--- src/rtl/cv_x_if_coproc_mux.sv ---
// Fans one CORE-V-XIF issue/commit/result interface out to NUM_COPROC coprocessors,
// tracking the owner of every in-flight ID and arbitrating results round-robin.
module cv_x_if_coproc_mux #(
    parameter int NUM_COPROC      = 2,
    parameter int ID_WIDTH        = 4,
    parameter int XLEN            = 32,
    parameter int MAX_OUTSTANDING = 4,
    localparam int SRC_W          = (NUM_COPROC > 1) ? $clog2(NUM_COPROC) : 1
) (
    input  logic                           clk_i,
    input  logic                           rst_i,
    input  logic                           x_issue_valid_i,
    output logic                           x_issue_ready_o,
    input  logic [ID_WIDTH-1:0]            x_issue_id_i,
    output logic                           x_issue_accept_o,
    output logic                           x_issue_writeback_o,
    output logic [NUM_COPROC-1:0]          cp_issue_valid_o,
    input  logic [NUM_COPROC-1:0]          cp_issue_ready_i,
    input  logic [NUM_COPROC-1:0]          cp_issue_accept_i,
    input  logic [NUM_COPROC-1:0]          cp_issue_writeback_i,
    input  logic                           x_commit_valid_i,
    input  logic [ID_WIDTH-1:0]            x_commit_id_i,
    input  logic                           x_commit_kill_i,
    output logic [NUM_COPROC-1:0]          cp_commit_valid_o,
    input  logic [NUM_COPROC-1:0]          cp_result_valid_i,
    output logic [NUM_COPROC-1:0]          cp_result_ready_o,
    input  logic [NUM_COPROC*ID_WIDTH-1:0] cp_result_id_i,
    input  logic [NUM_COPROC*XLEN-1:0]     cp_result_data_i,
    input  logic [NUM_COPROC*5-1:0]        cp_result_rd_i,
    output logic                           x_result_valid_o,
    input  logic                           x_result_ready_i,
    output logic [ID_WIDTH-1:0]            x_result_id_o,
    output logic [XLEN-1:0]                x_result_data_o,
    output logic [4:0]                     x_result_rd_o,
    output logic [SRC_W-1:0]               x_result_src_o,
    output logic                           err_o
);
    localparam int DEPTH = 2 ** ID_WIDTH;
    localparam int CNT_W = $clog2(MAX_OUTSTANDING + 1);

    logic [DEPTH-1:0] tv_q, tv_d, twb_q, twb_d;
    logic [SRC_W-1:0] town_q [DEPTH];
    logic [SRC_W-1:0] town_d [DEPTH];
    logic [CNT_W-1:0] cnt_q [NUM_COPROC];
    logic [CNT_W-1:0] cnt_d [NUM_COPROC];
    logic [SRC_W-1:0] ptr_q, ptr_d, gnt_q, gnt_d;
    logic             lock_q, lock_d, err_q, err_d;

    logic [NUM_COPROC-1:0] full, civ;
    logic [SRC_W-1:0]      gnt, idx, owner;
    logic                  found, res_hs, res_ok, res_free, com_hit, com_free;
    logic                  dup, all_rdy, has_owner, wb, alloc;

    // Result arbitration: a stalled grant stays locked so the core sees stable data.
    always_comb begin
        gnt   = gnt_q;
        idx   = '0;
        found = 1'b0;
        if (lock_q) begin
            found = cp_result_valid_i[gnt_q];
        end else begin
            for (int i = 1; i <= NUM_COPROC; i++) begin
                idx = SRC_W'((int'(ptr_q) + i) % NUM_COPROC);
                if (!found && cp_result_valid_i[idx]) begin
                    gnt   = idx;
                    found = 1'b1;
                end
            end
        end
        x_result_valid_o  = found;
        x_result_src_o    = gnt;
        x_result_id_o     = '0;
        x_result_data_o   = '0;
        x_result_rd_o     = '0;
        cp_result_ready_o = '0;
        for (int k = 0; k < NUM_COPROC; k++) begin
            if (gnt == SRC_W'(k)) begin
                x_result_id_o        = cp_result_id_i[k*ID_WIDTH +: ID_WIDTH];
                x_result_data_o      = cp_result_data_i[k*XLEN +: XLEN];
                x_result_rd_o        = cp_result_rd_i[k*5 +: 5];
                cp_result_ready_o[k] = found & x_result_ready_i;
            end
        end
        res_hs   = found & x_result_ready_i;
        res_ok   = tv_q[x_result_id_o] & (town_q[x_result_id_o] == gnt);
        res_free = res_hs & res_ok;
    end

    // Commit and issue routing; a same-cycle free of the issued ID clears the dup.
    always_comb begin
        com_hit  = x_commit_valid_i & tv_q[x_commit_id_i];
        com_free = com_hit & (x_commit_kill_i | ~twb_q[x_commit_id_i])
                   & ~(res_free & (x_result_id_o == x_commit_id_i));
        dup = tv_q[x_issue_id_i]
              & ~(com_free & (x_commit_id_i == x_issue_id_i))
              & ~(res_free & (x_result_id_o == x_issue_id_i));
        all_rdy   = 1'b1;
        has_owner = 1'b0;
        owner     = '0;
        wb        = 1'b0;
        for (int k = 0; k < NUM_COPROC; k++) begin
            full[k] = (cnt_q[k] == CNT_W'(MAX_OUTSTANDING));
            civ[k]  = x_issue_valid_i & ~full[k] & ~dup;
            cp_commit_valid_o[k] = com_hit & (town_q[x_commit_id_i] == SRC_W'(k));
            all_rdy = all_rdy & (cp_issue_ready_i[k] | full[k]);
            if (!has_owner && civ[k] && cp_issue_accept_i[k]) begin
                has_owner = 1'b1;
                owner     = SRC_W'(k);
                wb        = cp_issue_writeback_i[k];
            end
        end
        cp_issue_valid_o    = civ;
        x_issue_ready_o     = dup | all_rdy;
        x_issue_accept_o    = has_owner;
        x_issue_writeback_o = wb;
        alloc = x_issue_valid_i & x_issue_ready_o & has_owner;
    end

    // Frees are applied before allocation so a recycled ID ends up valid.
    always_comb begin
        tv_d   = tv_q;
        twb_d  = twb_q;
        town_d = town_q;
        if (com_free) tv_d[x_commit_id_i] = 1'b0;
        if (res_free) tv_d[x_result_id_o] = 1'b0;
        if (alloc) begin
            tv_d[x_issue_id_i]   = 1'b1;
            twb_d[x_issue_id_i]  = wb;
            town_d[x_issue_id_i] = owner;
        end
        for (int k = 0; k < NUM_COPROC; k++) begin
            cnt_d[k] = cnt_q[k];
            if (alloc && owner == SRC_W'(k))
                cnt_d[k] = cnt_d[k] + CNT_W'(1);
            if (com_free && town_q[x_commit_id_i] == SRC_W'(k) && cnt_d[k] != '0)
                cnt_d[k] = cnt_d[k] - CNT_W'(1);
            if (res_free && gnt == SRC_W'(k) && cnt_d[k] != '0)
                cnt_d[k] = cnt_d[k] - CNT_W'(1);
        end
        ptr_d  = res_hs ? gnt : ptr_q;
        gnt_d  = gnt;
        lock_d = found & ~x_result_ready_i;
        err_d  = (x_issue_valid_i & dup) | (x_commit_valid_i & ~tv_q[x_commit_id_i])
                 | (res_hs & ~res_ok);
    end

    always_ff @(posedge clk_i or posedge rst_i) begin
        if (rst_i) begin
            tv_q   <= '0;
            twb_q  <= '0;
            for (int i = 0; i < DEPTH; i++) town_q[i] <= '0;
            for (int k = 0; k < NUM_COPROC; k++) cnt_q[k] <= '0;
            ptr_q  <= SRC_W'(NUM_COPROC - 1);
            gnt_q  <= '0;
            lock_q <= 1'b0;
            err_q  <= 1'b0;
        end else begin
            tv_q   <= tv_d;
            twb_q  <= twb_d;
            town_q <= town_d;
            cnt_q  <= cnt_d;
            ptr_q  <= ptr_d;
            gnt_q  <= gnt_d;
            lock_q <= lock_d;
            err_q  <= err_d;
        end
    end

    assign err_o = err_q;
endmodule
--- config.mk ---
export PLATFORM = sky130hd
export DESIGN_NAME = cv_x_if_coproc_mux
export DESIGN_NICKNAME = d
export VERILOG_FILES = /design/src/rtl/cv_x_if_coproc_mux.sv
export SDC_FILE = /design/constraint.sdc
export NUM_CORES = 1
export LEC_CHECK = 0
export ABC_AREA = 1
export BUFFER_PORTS_ARGS = -buffer_cell sky130_fd_sc_hd__buf_4
export CAP_MARGIN = 40
export CORE_ASPECT_RATIO = 0.6
export CORE_MARGIN = 5
export CORE_UTILIZATION = 40
export CTS_BUF_LIST = sky130_fd_sc_hd__clkbuf_4 sky130_fd_sc_hd__clkbuf_8 sky130_fd_sc_hd__clkbuf_16
export DETAILED_ROUTE_END_ITERATION = 7
export PLACE_DENSITY = 0.71
export SYNTH_ARGS = -nofsm -noshare
export SYNTH_HDL_FRONTEND = slang
export SYNTH_SLANG_ARGS = --single-unit
--- constraint.sdc ---
create_clock -name clk_i -period 10 [get_ports clk_i]
set_input_delay 3 -clock clk_i [delete_from_list [all_inputs] [get_ports clk_i]]
set_output_delay 3 -clock clk_i [all_outputs]
set_load 0.02 [all_outputs]
==> impl_metrics.json <==
{
  "status": "completed",
  "synthDistinctLibCells": 39,
  "hold_class": "flip-flop to flip-flop",
  "finalNonFillerCells": 1083,
  "synth.top_cell.area_share_pct": 29.61,
  "layout_worst_path_cycle_share_pct": 93.35,
  "fin_util_pct": 54.30,
  "vias_per_cell": 5.140,
  "finalInstanceArea_um2": 6466,
  "endpoint_kind": "primary output",
  "finClkSkew_ns": 0.005757,
  "power_switching_mw": 0.5609,
  "dp.cells": 1067,
  "htree_levels": 3,
  "row_count": 31,
  "synth_common_cells": "nand2_1 (333), nand3_1 (102), inv_1 (73), dfrtp_1 (57), nor2_1 (25)",
  "numPortBuffers": 156,
  "peakVddDrop_mv": 0.09961,
  "swShare_pct": 42.77,
  "placed_cell_area_um2": 6128,
  "worstPathArrival_ns": 6.34,
  "clk_path_buf_depth": 2,
  "finalSetupTns_ns": 0,
  "drtIter0Drc": 648,
  "seq_power_share_pct": 26.7,
  "drive_gt1_share_pct": 24.18,
  "p_per_area_nw_per_um2": 202.8,
  "finalWeightedCongestion": 1.069,
  "final_nets": 1029,
  "ys_ff_latch": 58,
  "intPower_mw": 0.7506,
  "clockRootBuffer": "clkbuf_16",
  "slew_headroom_pct": 44.06,
  "grt.total_usage_pct": 25.07,
  "syn_inst": 764,
  "die_y_um": 95.01,
  "cts_tree": "yes",
  "rsz0062_at_grt": "no",
  "grt_pass1_wl_um": 27850,
  "wirelength_um": 17980,
  "yosysSeqAreaShare_pct": 30.16,
  "clkPwrFrac_pct": 26.6,
  "core_um2": 11910,
  "yosysWarnings": 0,
  "ys.flop_type": "dfrtp_1",
  "die_x_um": 151.7,
  "antenna_found_initial": 0,
  "power_frac_comb_pct": 46.7,
  "hold_viol_final": 0,
  "required_ns": 7.00,
  "path_clk_slew_ns": 0.05,
  "period_minus_slack_ns": 9.335,
  "clock_sinks": 58,
  "grt_start_max_net_pins": 59,
  "diodes": 0,
  "clock_latency_ns": 0.34,
  "fillerInstances": 1203,
  "yosysMostFrequentCell": "nand2_1",
  "synth_area_leaders": "dfrtp_1 (30%), nand2_1 (26%), nand3_1 (11%), inv_1 (5.7%), ha_1 (3.1%)",
  "cp-start-kind": "input port",
  "drcViolationCount": 0,
  "cts-resized-gates": 0,
  "maxCapViolCount": 0,
  "drt_pass1_iterations": 5,
  "cts_buffers": 9,
  "ios": 157,
  "ant_nets": 0,
  "hpwl_um": 14290,
  "drv_slew": 0,
  "path_class": "input port to primary output",
  "synth_fp_nets": 880,
  "post_cts_buffers": 0,
  "dieArea_um2": 14410,
  "wl_per_cell_um": 16.60,
  "grt_pass1_vias": 5031,
  "tightest_slew_ns": 0.8361,
  "avgSynthCellArea_um2": 6.305,
  "vias": 5567,
  "setup_viol": 0,
  "cts-hold-fix-buffers": 0,
  "initial_core_util_pct": 40.45,
  "synth-edff-count": 0,
  "timing.fmax_mhz": 107.1,
  "area_growth_syn_to_layout_pct": 34.23,
  "globalRoute.totalOverflow": 0,
  "p_leak_nw": 3.597,
  "ys_async_sr_fraction_pct": 100.0,
  "yosys.area.top_type": "dfrtp_1",
  "synthesis.area_um2": 4817,
  "cp_max_fo": 27
}
## final timing paths
path / cells after the start / start / end / slack [ns]
setup / recovery: 22 / cp_result_valid_i[0] / x_issue_writeback_o / 0.66
hold / removal: 2 / town_q[13] / town_q[13] / 0.47
setup reg to reg: 33 / ptr_q / cnt_q[2] / 4.22
hold reg to reg: 2 / town_q[13] / town_q[13] / 0.47
max in group asynchronous: 3 / rst_i / cnt_q[1] / 6.62
min in group asynchronous: 3 / rst_i / twb_q[2] / 2.87
## area by class of cell
type | instances | area (um2) | share of cell area [%]
Clock buffer | 11 | 252.7 | 3.909
Clock inverter | 5 | 85.08 | 1.316
Inverter | 78 | 292.8 | 4.528
Multi-Input combinational cell | 600 | 2930 | 45.32
Sequential cell | 58 | 1453 | 22.47
Tap cell | 165 | 206.4 | 3.193
Timing Repair Buffer | 166 | 1246 | 19.27
## power groups by stage
| stage | sequential, mW | combinational, mW | clock [mW] |
|---|---|---|---|
| after floorplan | 0.332 | 0.409 | 0 |
| after global placement | 0.350 | 0.599 | 0 |
| after detailed placement | 0.350 | 0.601 | 0 |
| after CTS | 0.347 | 0.604 | 0.353 |
| after global routing | 0.355 | 0.687 | 0.363 |
| final | 0.350 | 0.612 | 0.349 |
## sequential cells by signal, indices dropped and copies added, names as in the netlist
name	cells
town_q	16
tv_q	16
twb_q	16
cnt_q	6
err_o	1
gnt_q	1
lock_q	1
ptr_q	1
## per-layer routing
layer	global-route usage, %	wire, um	vias to the layer above
li1	-	-	2761
met5	0	0	-
met1	40.70	8731	2496
met3	8.681	2282	13
met4	3.587	107	0
met2	31.31	6857	297
## through the flow
step	worst slack, ns	hold slack [ns]	power (mW)
after floorplan	1.709	0.4419	0.7410
after global placement	0.8226	0.4601	0.9487
after detailed placement	0.7110	0.4599	0.9514
after CTS	0.6927	0.4732	1.304
after global routing	0.3437	0.4908	1.405
final	0.6648	0.4692	1.312
## cell families (layout without fill, tap and decap cells)
group | count (synthesis) | in the layout | share of synthesized area [%]
XOR/XNOR | 14 | 14 | 2.546
AO/OA/AOI/OAI | 66 | 66 | 8.935
flip-flops | 58 | 58 | 30.16
adder cells (fa/ha/maj) | 12 | 12 | 3.117
buffers and inverters | 106 | 260 | 9.013
AND/OR/NAND/NOR | 508 | 508 | 46.23
## worst max-delay path, cell delays in order
cell	delay, ns
buf_4	0.11
o21bai_1	0.16
nand2_2	0.12
nand2_4	0.21
o21ai_2	0.62
nor2_1	0.30
nand2_1	0.13
nand3_1	0.08
nand2_1	0.07
nand2_1	0.06
nor2_1	0.18
nand4_1	0.11
nand2_1	0.08
inv_2	0.05
nand2_4	0.11
nand2_4	0.08
nor2_8	0.11
nand2_2	0.08
inv_2	0.06
nand2_1	0.05
nand2_2	0.31
buf_4	0.22
## cells in the final DEF (no fill, tap or decap), drive strengths merged
cell type,n
nand2,349
buf,166
nand3,105
inv,79
dfrtp,57
nor2,34
o21ai,31
xor2,14
o22ai,13
ha,12
clkbuf,11
a22oi,10
nand4,7
nor3,5
a21oi,3
nor4,3
o221ai,3
o311ai,3
and2,2
or2,2
bufinv,2
o21bai,1
nand3b,1
a41oi,1
a221oi,1
clkinvlp,1
clkinv,1
dfstp,1
No activity file was read; power rests on OpenSTA's default activity.
